[config.mk]
export PLATFORM = sky130hd
export DESIGN_NAME = seg7_bus_decoder_flat
export DESIGN_NICKNAME = d
export VERILOG_FILES = /design/src/rtl/seg7_pkg.sv /design/src/rtl/seg7_bus_decoder_if.sv /design/src/rtl/seg7_stability_filter.sv /design/src/rtl/seg7_bus_decoder.sv /design/src/flat_wrapper.sv
export SDC_FILE = /design/constraint.sdc
export NUM_CORES = 1
export LEC_CHECK = 0
export ABC_AREA = 1
export CELL_PAD_IN_SITES_DETAIL_PLACEMENT = 0
export CELL_PAD_IN_SITES_GLOBAL_PLACEMENT = 2
export CORE_MARGIN = 2
export CORE_UTILIZATION = 44
export CTS_BUF_LIST = sky130_fd_sc_hd__clkbuf_4 sky130_fd_sc_hd__clkbuf_8
export DETAILED_ROUTE_END_ITERATION = 8
export DONT_BUFFER_PORTS = 1
export GPL_TIMING_DRIVEN = 0
export PLACE_DENSITY = 0.87
export SLEW_MARGIN = 20
export SYNTH_ARGS = -nofsm -noshare
export SYNTH_HDL_FRONTEND = slang
export SYNTH_SLANG_ARGS = --single-unit
[constraint.sdc]
create_clock -name clk -period 7.8 [get_ports clk]
set_clock_uncertainty 0.1 [all_clocks]
set_input_delay 1.56 -clock clk [delete_from_list [all_inputs] [get_ports clk]]
set_output_delay 1.56 -clock clk [all_outputs]
set_load 0.05 [all_outputs]
[src/rtl/seg7_pkg.sv]
// Shared 7-segment definitions: pattern constants (common with the encoder),
// filter state encoding and the pattern-to-nibble decode. SEG7_DP_EN adds the decimal-point bit.
package seg7_pkg;

`ifdef SEG7_DP_EN
    localparam int SEG_W = 8;
`else
    localparam int SEG_W = 7;
`endif

    // Segment order {a,b,c,d,e,f,g}, active-low
    localparam logic [6:0] SEG7_0     = 7'b0000001;
    localparam logic [6:0] SEG7_1     = 7'b1001111;
    localparam logic [6:0] SEG7_2     = 7'b0010010;
    localparam logic [6:0] SEG7_3     = 7'b0000110;
    localparam logic [6:0] SEG7_4     = 7'b1001100;
    localparam logic [6:0] SEG7_5     = 7'b0100100;
    localparam logic [6:0] SEG7_6     = 7'b0100000;
    localparam logic [6:0] SEG7_7     = 7'b0001111;
    localparam logic [6:0] SEG7_8     = 7'b0000000;
    localparam logic [6:0] SEG7_9     = 7'b0000100;
    localparam logic [6:0] SEG7_A     = 7'b0001000;
    localparam logic [6:0] SEG7_B     = 7'b1100000;
    localparam logic [6:0] SEG7_C     = 7'b0110001;
    localparam logic [6:0] SEG7_D     = 7'b1000010;
    localparam logic [6:0] SEG7_E     = 7'b0110000;
    localparam logic [6:0] SEG7_F     = 7'b0111000;
    localparam logic [6:0] SEG7_BLANK = 7'h7F;

    typedef enum logic [1:0] {
        ST_IDLE   = 2'd0,
        ST_SETTLE = 2'd1,
        ST_LOCKED = 2'd2
    } filt_state_t;

    typedef struct packed {
        logic       legal;
        logic       blank;
        logic [3:0] nibble;
    } seg7_dec_t;

    function automatic seg7_dec_t seg7_to_hex(input logic [6:0] seg);
        seg7_dec_t d;
        d.legal  = 1'b1;
        d.blank  = 1'b0;
        d.nibble = 4'h0;
        case (seg)
            SEG7_0:     d.nibble = 4'h0;
            SEG7_1:     d.nibble = 4'h1;
            SEG7_2:     d.nibble = 4'h2;
            SEG7_3:     d.nibble = 4'h3;
            SEG7_4:     d.nibble = 4'h4;
            SEG7_5:     d.nibble = 4'h5;
            SEG7_6:     d.nibble = 4'h6;
            SEG7_7:     d.nibble = 4'h7;
            SEG7_8:     d.nibble = 4'h8;
            SEG7_9:     d.nibble = 4'h9;
            SEG7_A:     d.nibble = 4'hA;
            SEG7_B:     d.nibble = 4'hB;
            SEG7_C:     d.nibble = 4'hC;
            SEG7_D:     d.nibble = 4'hD;
            SEG7_E:     d.nibble = 4'hE;
            SEG7_F:     d.nibble = 4'hF;
            SEG7_BLANK: begin
                d.legal = 1'b0;
                d.blank = 1'b1;
            end
            default:    d.legal = 1'b0;
        endcase
        return d;
    endfunction

endpackage

[src/rtl/seg7_bus_decoder_if.sv]
// Multiplexed display bus: anode enables plus shared segment lines.
// Segment width follows SEG7_DP_EN through the package.
interface seg7_bus_decoder_if #(
    parameter int NUM_DIGITS = 4
);
    import seg7_pkg::*;

    logic [NUM_DIGITS-1:0] an;
    logic [SEG_W-1:0]      seg;

    modport master (output an, output seg);
    modport slave  (input an, input seg);
endinterface

[src/rtl/seg7_stability_filter.sv]
// Synchronizes the display bus and qualifies stable one-hot frames; emits a
// single-cycle capture strobe with the digit index and segment pattern.
module seg7_stability_filter
    import seg7_pkg::*;
#(
    parameter int NUM_DIGITS    = 4,
    parameter int STABLE_CYCLES = 8,
    parameter int AN_ACTIVE_LOW = 1,
    localparam int IDX_W        = $clog2(NUM_DIGITS),
    localparam int CNT_W        = $clog2(STABLE_CYCLES)
) (
    input  logic                  clk,
    input  logic                  rst,
    input  logic [NUM_DIGITS-1:0] an,
    input  logic [SEG_W-1:0]      seg,
    output logic                  cap_o,
    output logic [IDX_W-1:0]      cap_idx_o,
    output logic [SEG_W-1:0]      cap_seg_o
);

    localparam int CAND_W = NUM_DIGITS + SEG_W;
    localparam logic [NUM_DIGITS-1:0] AN_IDLE =
        (AN_ACTIVE_LOW != 0) ? {NUM_DIGITS{1'b1}} : {NUM_DIGITS{1'b0}};
    localparam logic [CNT_W-1:0] CNT_LAST = CNT_W'(STABLE_CYCLES - 2);

    logic [NUM_DIGITS-1:0] an_s1_reg, an_s2_reg;
    logic [SEG_W-1:0]      seg_s1_reg, seg_s2_reg;
    logic [CAND_W-1:0]     cand_prev_reg;
    logic [CNT_W-1:0]      count_reg, count_next;
    filt_state_t           state_reg, state_next;

    logic [CAND_W-1:0]     cand;
    logic [NUM_DIGITS-1:0] an_n;
    logic                  onehot;
    logic                  same;

    always_ff @(posedge clk or posedge rst) begin
        if (rst) begin
            an_s1_reg     <= AN_IDLE;
            an_s2_reg     <= AN_IDLE;
            seg_s1_reg    <= {SEG_W{1'b1}};
            seg_s2_reg    <= {SEG_W{1'b1}};
            cand_prev_reg <= {AN_IDLE, {SEG_W{1'b1}}};
            count_reg     <= '0;
            state_reg     <= ST_IDLE;
        end else begin
            an_s1_reg     <= an;
            an_s2_reg     <= an_s1_reg;
            seg_s1_reg    <= seg;
            seg_s2_reg    <= seg_s1_reg;
            cand_prev_reg <= cand;
            count_reg     <= count_next;
            state_reg     <= state_next;
        end
    end

    assign cand   = {an_s2_reg, seg_s2_reg};
    assign an_n   = (AN_ACTIVE_LOW != 0) ? ~an_s2_reg : an_s2_reg;
    assign onehot = $onehot(an_n);
    assign same   = (cand == cand_prev_reg);

    always_comb begin
        cap_idx_o = '0;
        for (int i = 0; i < NUM_DIGITS; i++) begin
            if (an_n[i]) cap_idx_o = IDX_W'(i);
        end
    end
    assign cap_seg_o = seg_s2_reg;

    // Capture fires on the edge that registers the last of STABLE_CYCLES identical samples
    always_comb begin
        state_next = state_reg;
        count_next = count_reg;
        cap_o      = 1'b0;
        case (state_reg)
            ST_IDLE: begin
                if (onehot) begin
                    state_next = ST_SETTLE;
                    count_next = '0;
                end
            end
            ST_SETTLE: begin
                if (!onehot) begin
                    state_next = ST_IDLE;
                    count_next = '0;
                end else if (!same) begin
                    count_next = '0;
                end else if (count_reg == CNT_LAST) begin
                    cap_o      = 1'b1;
                    state_next = ST_LOCKED;
                    count_next = '0;
                end else begin
                    count_next = count_reg + 1'b1;
                end
            end
            ST_LOCKED: begin
                if (!same) begin
                    state_next = onehot ? ST_SETTLE : ST_IDLE;
                    count_next = '0;
                end
            end
            default: begin
                state_next = ST_IDLE;
                count_next = '0;
            end
        endcase
    end

endmodule

[src/rtl/seg7_bus_decoder.sv]
// Recovers the hex nibble shown on each digit of a multiplexed 7-segment bus.
// SEG7_DP_EN widens seg with a decimal point and adds dp_o.
module seg7_bus_decoder
    import seg7_pkg::*;
#(
    parameter int NUM_DIGITS    = 4,
    parameter int STABLE_CYCLES = 8,
    parameter int AN_ACTIVE_LOW = 1,
    localparam int IDX_W        = $clog2(NUM_DIGITS)
) (
    input  logic                    clk,
    input  logic                    rst,
    seg7_bus_decoder_if.slave       bus,
    output logic [4*NUM_DIGITS-1:0] digits_o,
    output logic [NUM_DIGITS-1:0]   valid_o,
    output logic [NUM_DIGITS-1:0]   err_o,
    output logic                    upd_o,
    output logic [IDX_W-1:0]        upd_idx_o
`ifdef SEG7_DP_EN
    ,
    output logic [NUM_DIGITS-1:0]   dp_o
`endif
);

    logic             cap;
    logic [IDX_W-1:0] cap_idx;
    logic [SEG_W-1:0] cap_seg;
    seg7_dec_t        dec;
    logic             upd_reg;
    logic [IDX_W-1:0] upd_idx_reg;

    seg7_stability_filter #(
        .NUM_DIGITS    (NUM_DIGITS),
        .STABLE_CYCLES (STABLE_CYCLES),
        .AN_ACTIVE_LOW (AN_ACTIVE_LOW)
    ) u_filter (
        .clk       (clk),
        .rst       (rst),
        .an        (bus.an),
        .seg       (bus.seg),
        .cap_o     (cap),
        .cap_idx_o (cap_idx),
        .cap_seg_o (cap_seg)
    );

    // The decimal point never influences decode
    assign dec = seg7_to_hex(cap_seg[6:0]);

    always_ff @(posedge clk or posedge rst) begin
        if (rst) begin
            upd_reg     <= 1'b0;
            upd_idx_reg <= '0;
        end else begin
            upd_reg <= cap;
            if (cap) upd_idx_reg <= cap_idx;
        end
    end

    assign upd_o     = upd_reg;
    assign upd_idx_o = upd_idx_reg;

    for (genvar gi = 0; gi < NUM_DIGITS; gi++) begin : g_digit
        logic       hit;
        logic [3:0] nib_reg;
        logic       valid_reg;
        logic       err_reg;

        assign hit = cap && (cap_idx == IDX_W'(gi));

        always_ff @(posedge clk or posedge rst) begin
            if (rst) begin
                nib_reg   <= 4'h0;
                valid_reg <= 1'b0;
                err_reg   <= 1'b0;
            end else if (hit) begin
                if (dec.legal) begin
                    nib_reg   <= dec.nibble;
                    valid_reg <= 1'b1;
                    err_reg   <= 1'b0;
                end else begin
                    valid_reg <= 1'b0;
                    err_reg   <= !dec.blank;
                end
            end
        end

        assign digits_o[4*gi +: 4] = nib_reg;
        assign valid_o[gi]         = valid_reg;
        assign err_o[gi]           = err_reg;

`ifdef SEG7_DP_EN
        logic dp_reg;
        always_ff @(posedge clk or posedge rst) begin
            if (rst)      dp_reg <= 1'b0;
            else if (hit) dp_reg <= ~cap_seg[7];
        end
        assign dp_o[gi] = dp_reg;
`endif
    end

endmodule

[src/flat_wrapper.sv]
// flat-port wrapper written by rule: the top's interface ports become plain ports
module seg7_bus_decoder_flat import seg7_pkg::*;
#(
    parameter int NUM_DIGITS    = 4,
    parameter int STABLE_CYCLES = 8,
    parameter int AN_ACTIVE_LOW = 1,
    localparam int IDX_W        = $clog2(NUM_DIGITS)
)
  (clk, rst, digits_o, valid_o, err_o, upd_o, upd_idx_o, bus_an, bus_seg);
  seg7_bus_decoder_if #(.NUM_DIGITS(NUM_DIGITS)) bus_i ();
  input  logic clk;
  input  logic rst;
  output logic [4*NUM_DIGITS-1:0] digits_o;
  output logic [NUM_DIGITS-1:0] valid_o;
  output logic [NUM_DIGITS-1:0] err_o;
  output logic upd_o;
  output logic [IDX_W-1:0] upd_idx_o;
  input wire logic [$bits(bus_i.an)-1:0] bus_an;
  input wire logic [$bits(bus_i.seg)-1:0] bus_seg;
  assign bus_i.an = bus_an;
  assign bus_i.seg = bus_seg;
  seg7_bus_decoder #(.NUM_DIGITS(NUM_DIGITS), .STABLE_CYCLES(STABLE_CYCLES), .AN_ACTIVE_LOW(AN_ACTIVE_LOW)) u_core (.clk(clk), .rst(rst), .bus(bus_i), .digits_o(digits_o), .valid_o(valid_o), .err_o(err_o), .upd_o(upd_o), .upd_idx_o(upd_idx_o));
endmodule
* Yosys cells after proc, flatten, opt, wreduce, memory -nomap -nowiden
Cells that the tools add are included.
** Word-level totals
- Input bits :: 13
- Output and inout port bits :: 27
- Flip-flop bits (word level) :: 65
- Word-level logic and storage cells :: 94
** Cells by class
- Bitwise operators :: 1
- Equal/unequal tests :: 28
- Add/subtract/negate cells :: 4
- Reductions and logical operators :: 15
- Multiplexer cells :: 25
** Operators with widths (count)
- $pmux 4 s15 :: 1
- $eq 7x6->1 const B :: 5
- $eq 7x7->1 const B :: 5
- $reduce_or 16->1 :: 1
- $mux 3 :: 5
- $eq 7x3->1 const B :: 2
- $eq 7x4->1 const B :: 2
- $mux 2 :: 7
- $eq 11x11->1 :: 1
- $mux 1 :: 10
- $reduce_and 2->1 :: 5
- $pmux 3 s3 :: 1
- $eq 7x1->1 const B :: 1
- $eq 7x5->1 const B :: 1
- $logic_not 7->1 :: 1
- $eq 2x2->1 const B :: 3
- $ne 3x3->1 const B :: 2
- $pmux 2 s3 :: 1
- $add 1x1->2 :: 2
- $eq 2x1->1 const B :: 2
- $logic_and 1x1->1 :: 4
- $logic_not 2->1 :: 2
- $ne 2x2->1 const B :: 2
- $not 4->4 :: 1
- 6 further kinds :: 6

* Longest topological paths before layout
- Word-level depth :: 8
- Depth in mapped cells :: 13

* Cells and area by module
From an unflattened synthesis, not the netlist that was laid out.
** Second synthesis, totals
- Cells, all modules :: 360
- Area, all modules :: 3062.9 µm²
** By module, submodules not included
- seg7_stability_filter :: instances 1, area each 1564.0 µm², seq. area each 992.2 µm², cells each 159
- seg7_bus_decoder :: instances 1, area each 1498.9 µm², seq. area each 675.6 µm², cells each 201

* Worst setup path after synthesis
Ideal clock, no wire load.
- Kind :: reg-to-reg
- Start :: reg u_core.u_filter.an_s2_reg[3]
- End :: reg u_core.g_digit[1].err_reg
- Slack :: 5.304 ns
- Stages on the path, launching flop included :: 14
- Data arrival time :: 2.275 ns
- Period minus slack after synthesis :: 2.496 ns
- Path through :: dfstp_2 fa_1 inv_1 ha_1 ha_1 inv_1 nand3_1 nor2_2 nand4_4 nor2_4 buf_8 nand2_4 nand2_2 o21ai_2
** On the way
- Cells in the longest elaborated chain, start to end :: 7
- Elaborated cells on any way between the ends :: 11
** Ends and longest elaborated chain
- start: declaration :: line seg7_stability_filter.sv:26 : logic [NUM_DIGITS-1:0] an_s1_reg, an_s2_reg;
- start signal: assignment :: line seg7_stability_filter.sv:48 : an_s2_reg <= an_s1_reg;
- $not 4->4 :: line seg7_stability_filter.sv:58 : assign an_n = (AN_ACTIVE_LOW != 0) ? ~an_s2_reg : an_s2_reg;
- $add 1x1->2 (not written as such) :: line seg7_stability_filter.sv:59 : assign onehot = $onehot(an_n);
- $add 2x2->3 (not written as such) :: line seg7_stability_filter.sv:59
- $eq 3x1->1 :: line seg7_stability_filter.sv:59
- $mux 1 :: line seg7_stability_filter.sv:83 : if (!onehot) begin
- $mux 1 :: line seg7_stability_filter.sv:75 : case (state_reg)
- $logic_and 1x1->1 * :: line seg7_bus_decoder.sv:68 : assign hit = cap && (cap_idx == IDX_W'(gi));
- end signal: assignment :: line seg7_bus_decoder.sv:82 : err_reg <= !dec.blank;
- end: declaration :: line seg7_bus_decoder.sv:66 : logic err_reg;
Every way passes the cells marked *; elsewhere a longest branch is shown, timed or not.
A chain may end at the register's enable or synchronous reset.

* Worst setup path in the final report
- Start :: reg u_core.u_filter.an_s2_reg[3]
- End :: reg u_core.upd_idx_reg[1] (netlist: u_core.upd_idx_o[1])
** On the way
- Cells in the longest elaborated chain, start to end :: 6
- Elaborated cells on any way between the ends :: 9
** Ends and longest elaborated chain
- $not 4->4 :: line seg7_stability_filter.sv:58
- $add 1x1->2 (not written as such) :: line seg7_stability_filter.sv:59
- $add 2x2->3 (not written as such) :: line seg7_stability_filter.sv:59
- $eq 3x1->1 :: line seg7_stability_filter.sv:59
- $mux 1 :: line seg7_stability_filter.sv:83
- $mux 1 :: line seg7_stability_filter.sv:75
- end signal: assignment :: line seg7_bus_decoder.sv:55 : if (cap) upd_idx_reg <= cap_idx;
- end: declaration :: line seg7_bus_decoder.sv:30 : logic [IDX_W-1:0] upd_idx_reg;
Several ways; a longest one is shown, not always the timed one.

==> flow_summary_export.csv <==
group,metric,value,unit
sta,worst_slack,5.13,ns
floorplanning,coreArea,6680,sq um
worst_setup_path,required,7.93,ns
power,p_leak,1.70,nW
floorplanning,row_count,30,
clocking,cts_setup_buffers,0,
worst_setup_path,path_cells,"fa_1, inv_1, ha_1, ha_1, inv_1, nand3_1, nor2_2, nand4_4, nor2_4, buf_8, o21bai_1, inv_1",
yosys,synth_flop_cell,"dfstp_2",
floorplanning,start_util,0.447,
worst_setup_path,critPathArrivalTime,2.80,ns
yosys,synth_edf_count,0,
yosys,syn-instance-count,323,
sta,slew_viol_final,0,
clocking,clkLatencyLatePin,0.34,ns
outcome,status,"completed",
detailed_routing,totalWireLength,5310,um
finish,fin_util,0.495,
yosys,synth_area_leaders,"dfstp_2, dfrtp_1, nand2_1, inv_1, nor2_1",
worst_setup_path,worst_path_largest_cell_delay,0.60,ns
detailed_routing,drc_errors,0,
hold_path,hp-class,"register to register",
worst_setup_path,worst_setup_path_end_kind,"register",
clocking,ctsHoldBuffers,0,
sta,setup_viol,0,
detailed_routing,routed_via_density,4.66,
power,vdd_drop_max,0.000114,V
clocking,cts_made_buffers,9,
yosys,synth_area_per_cell,9.25,sq um
placement,io_buffers,0,
sta,fin_crit_sh,0.342,
placement,pre_cts_ws,5.12,ns
global_routing,antenna_found_initial,0,
yosys,netlist_area,2990,sq um
detailed_routing,ant_nets,0,
floorplanning,die_w,86.4,um
clocking,root_buffer,"clkbuf_8",
placement,placed_area,3110,sq um
sta,min_period,2.67,ns
yosys,yosysTopAreaCellShare,0.290,
clocking,clk_pin_slew,0.07,ns
global_routing,grtUsageTotal,0.160,
worst_setup_path,cp_slowest_cell,"dfstp_2",
finish,fillers,650,
global_routing,grt_first_pass_wirelength,9130,um
clocking,cts_tree,"done",
finish,largest_reg_flops,16,
worst_setup_path,cpMostUsedCell,"inv_1",
clocking,ctsResizeCount,0,
job,drv_cap,0,
detailed_routing,num_vias,1958,
worst_setup_path,worstSetupPathType,"register to register",
global_routing,grt_overflow_total,0,
worst_setup_path,crit_start,"u_core.u_filter.an_s2_reg[3]",
detailed_routing,drt_iter0_drc,82,
sta,tightest_slew,0.500,ns
yosys,synth_seq_cells,65,
finish,n_antenna_cell,0,
global_routing,grt_max_degree,42,
sta,final.setup.tns,0,ns
hold_path,hold_path.startpoint,"u_core.u_filter.seg_s1_reg[6]",
yosys,yosys.area.top_type,"dfstp_2",
clocking,cts_sinks,65,
clocking,cts_htree_levels,3,
sta,fmax,374,MHz
finish,syn2layout_area_growth,10.6,%
yosys,yosys_warnings,0,
finish,fin_area,3300,sq um
power,p_per_area,213,nW/um^2
yosys,seq_area_frac_synth,0.558,
detailed_routing,wl_per_cell,12.6,um
yosys,synth_cell_type_count,32,
floorplanning,chipHeight,86.4,um
placement,place.gp.congestion,0.830,
yosys,syn_nets,339,
yosys,async_flop_share,1.00,
worst_setup_path,critPathLaunchType,"register",
floorplanning,top_level_ports,40,
worst_setup_path,worstReg2RegStart,"u_core.u_filter.an_s2_reg[3]",
power,p_total,0.000704,W
global_routing,grt_pass1_vias,1908,
sta,max-slew-margin-rel,0.666,
sta,hold_violations,0,
placement,dpl.hpwl,3830,um
finish,finish.net_count,351,
worst_setup_path,cp_max_fo,10,
finish,drive_above_1_share,0.282,
clocking,clockBufferDepth,2,
sta,rsz0062_at_grt,"false",
detailed_routing,first_pass_iters,4,
floorplanning,die_area,7470,sq um
-- worst paths after layout --
| path | endpoint | slack, ns | cells past startpoint |
|---|---|---|---|
| worst max register to register | u_core.upd_idx_o[1] | 5.13 | 12 |
| worst min-delay path | u_core.u_filter.cap_seg_o[6] | 0.26 | 0 |
| worst min register to register | u_core.u_filter.cap_seg_o[6] | 0.26 | 0 |
| max in group asynchronous | u_core.u_filter.cand_prev_reg[3] | 6.07 | 2 |
| min in group asynchronous | u_core.g_digit[2].nib_reg[1] | 0.94 | 1 |
| worst max-delay path | u_core.upd_idx_o[1] | 5.13 | 12 |
-- through the flow --
stage,instances,hold slack [ns]
floorplan,323,0.245
global placement,403,0.246
detailed placement,404,0.247
CTS,420,0.258
global route,420,0.259
finish,420,0.256
-- layout make-up --
cell class | count | area (sq um) | area share
plain buffers | 11 | 97.6 | 0.0295
clock buffers | 9 | 124 | 0.0375
clock inverters | 7 | 70.1 | 0.0212
inverters | 41 | 161 | 0.0488
multi-input cells | 206 | 1060 | 0.322
flip-flops and latches | 65 | 1670 | 0.505
well taps | 80 | 100 | 0.0303
repair buffers | 1 | 20.0 | 0.00606
-- cells in the final DEF (no fill, tap or decap), types with 4 or more instances in the layout --
cell type and instances:
nand2_4 4, inv_1 36, nor2_1 28, dfrtp_1 32, nand2_2 4, nand4_1 7
nor2_4 5, nand3_1 15, o21ai_0 6, nand2_1 95, clkbuf_8 9, dfstp_2 33
buf_4 8, nor2_2 11, o21ai_1 10
-- critical path: cells and delay by family, from the launching register on --
kind                       cells  cell delay, ns
adders and majority gates      3            0.77
and+or+nand+nor                4            0.63
buffers and inverters          4            0.34
AOI/OAI and AO/OA              1            0.11
DFF                            1            0.60
-- synth_stat cells, types with 3 or more instances --
| cell | number |
|---|---|
| o21ai_0 | 6 |
| nand2_1 | 95 |
| nand2_2 | 4 |
| dfstp_2 | 33 |
| buf_4 | 8 |
| inv_2 | 3 |
| nor2_2 | 11 |
| inv_1 | 37 |
| nand3_1 | 15 |
| nand4_1 | 7 |
| o21ai_1 | 10 |
| nand2_4 | 4 |
| nor2_1 | 28 |
| nor2_4 | 5 |
| nand3_2 | 3 |
| dfrtp_1 | 32 |
-- kinds of logic after synthesis --
| family | count (synthesis) | share of synthesized area |
|---|---|---|
| AOI/OAI and AO/OA | 21 | 0.0389 |
| adders and majority gates | 3 | 0.0151 |
| buffers and inverters | 52 | 0.0858 |
| xor gates and xnor gates | 5 | 0.0172 |
| DFF | 65 | 0.558 |
| and+or+nand+nor | 177 | 0.285 |
-- layer usage --
metal	global-route usage	up-vias	part of all wire
li1	-	1018	-
met1	0.222	894	0.50
met2	0.230	38	0.44
met3	0.0390	8	0.036
met4	0.0852	0	0.018
met5	0	-	0
-- power by group --
group          switching [W]  internal [W]
combinational      0.0000390     0.0000176
clock               0.000136      0.000147
sequential        0.00000862      0.000355
No activity file was read; power rests on OpenSTA's default activity.
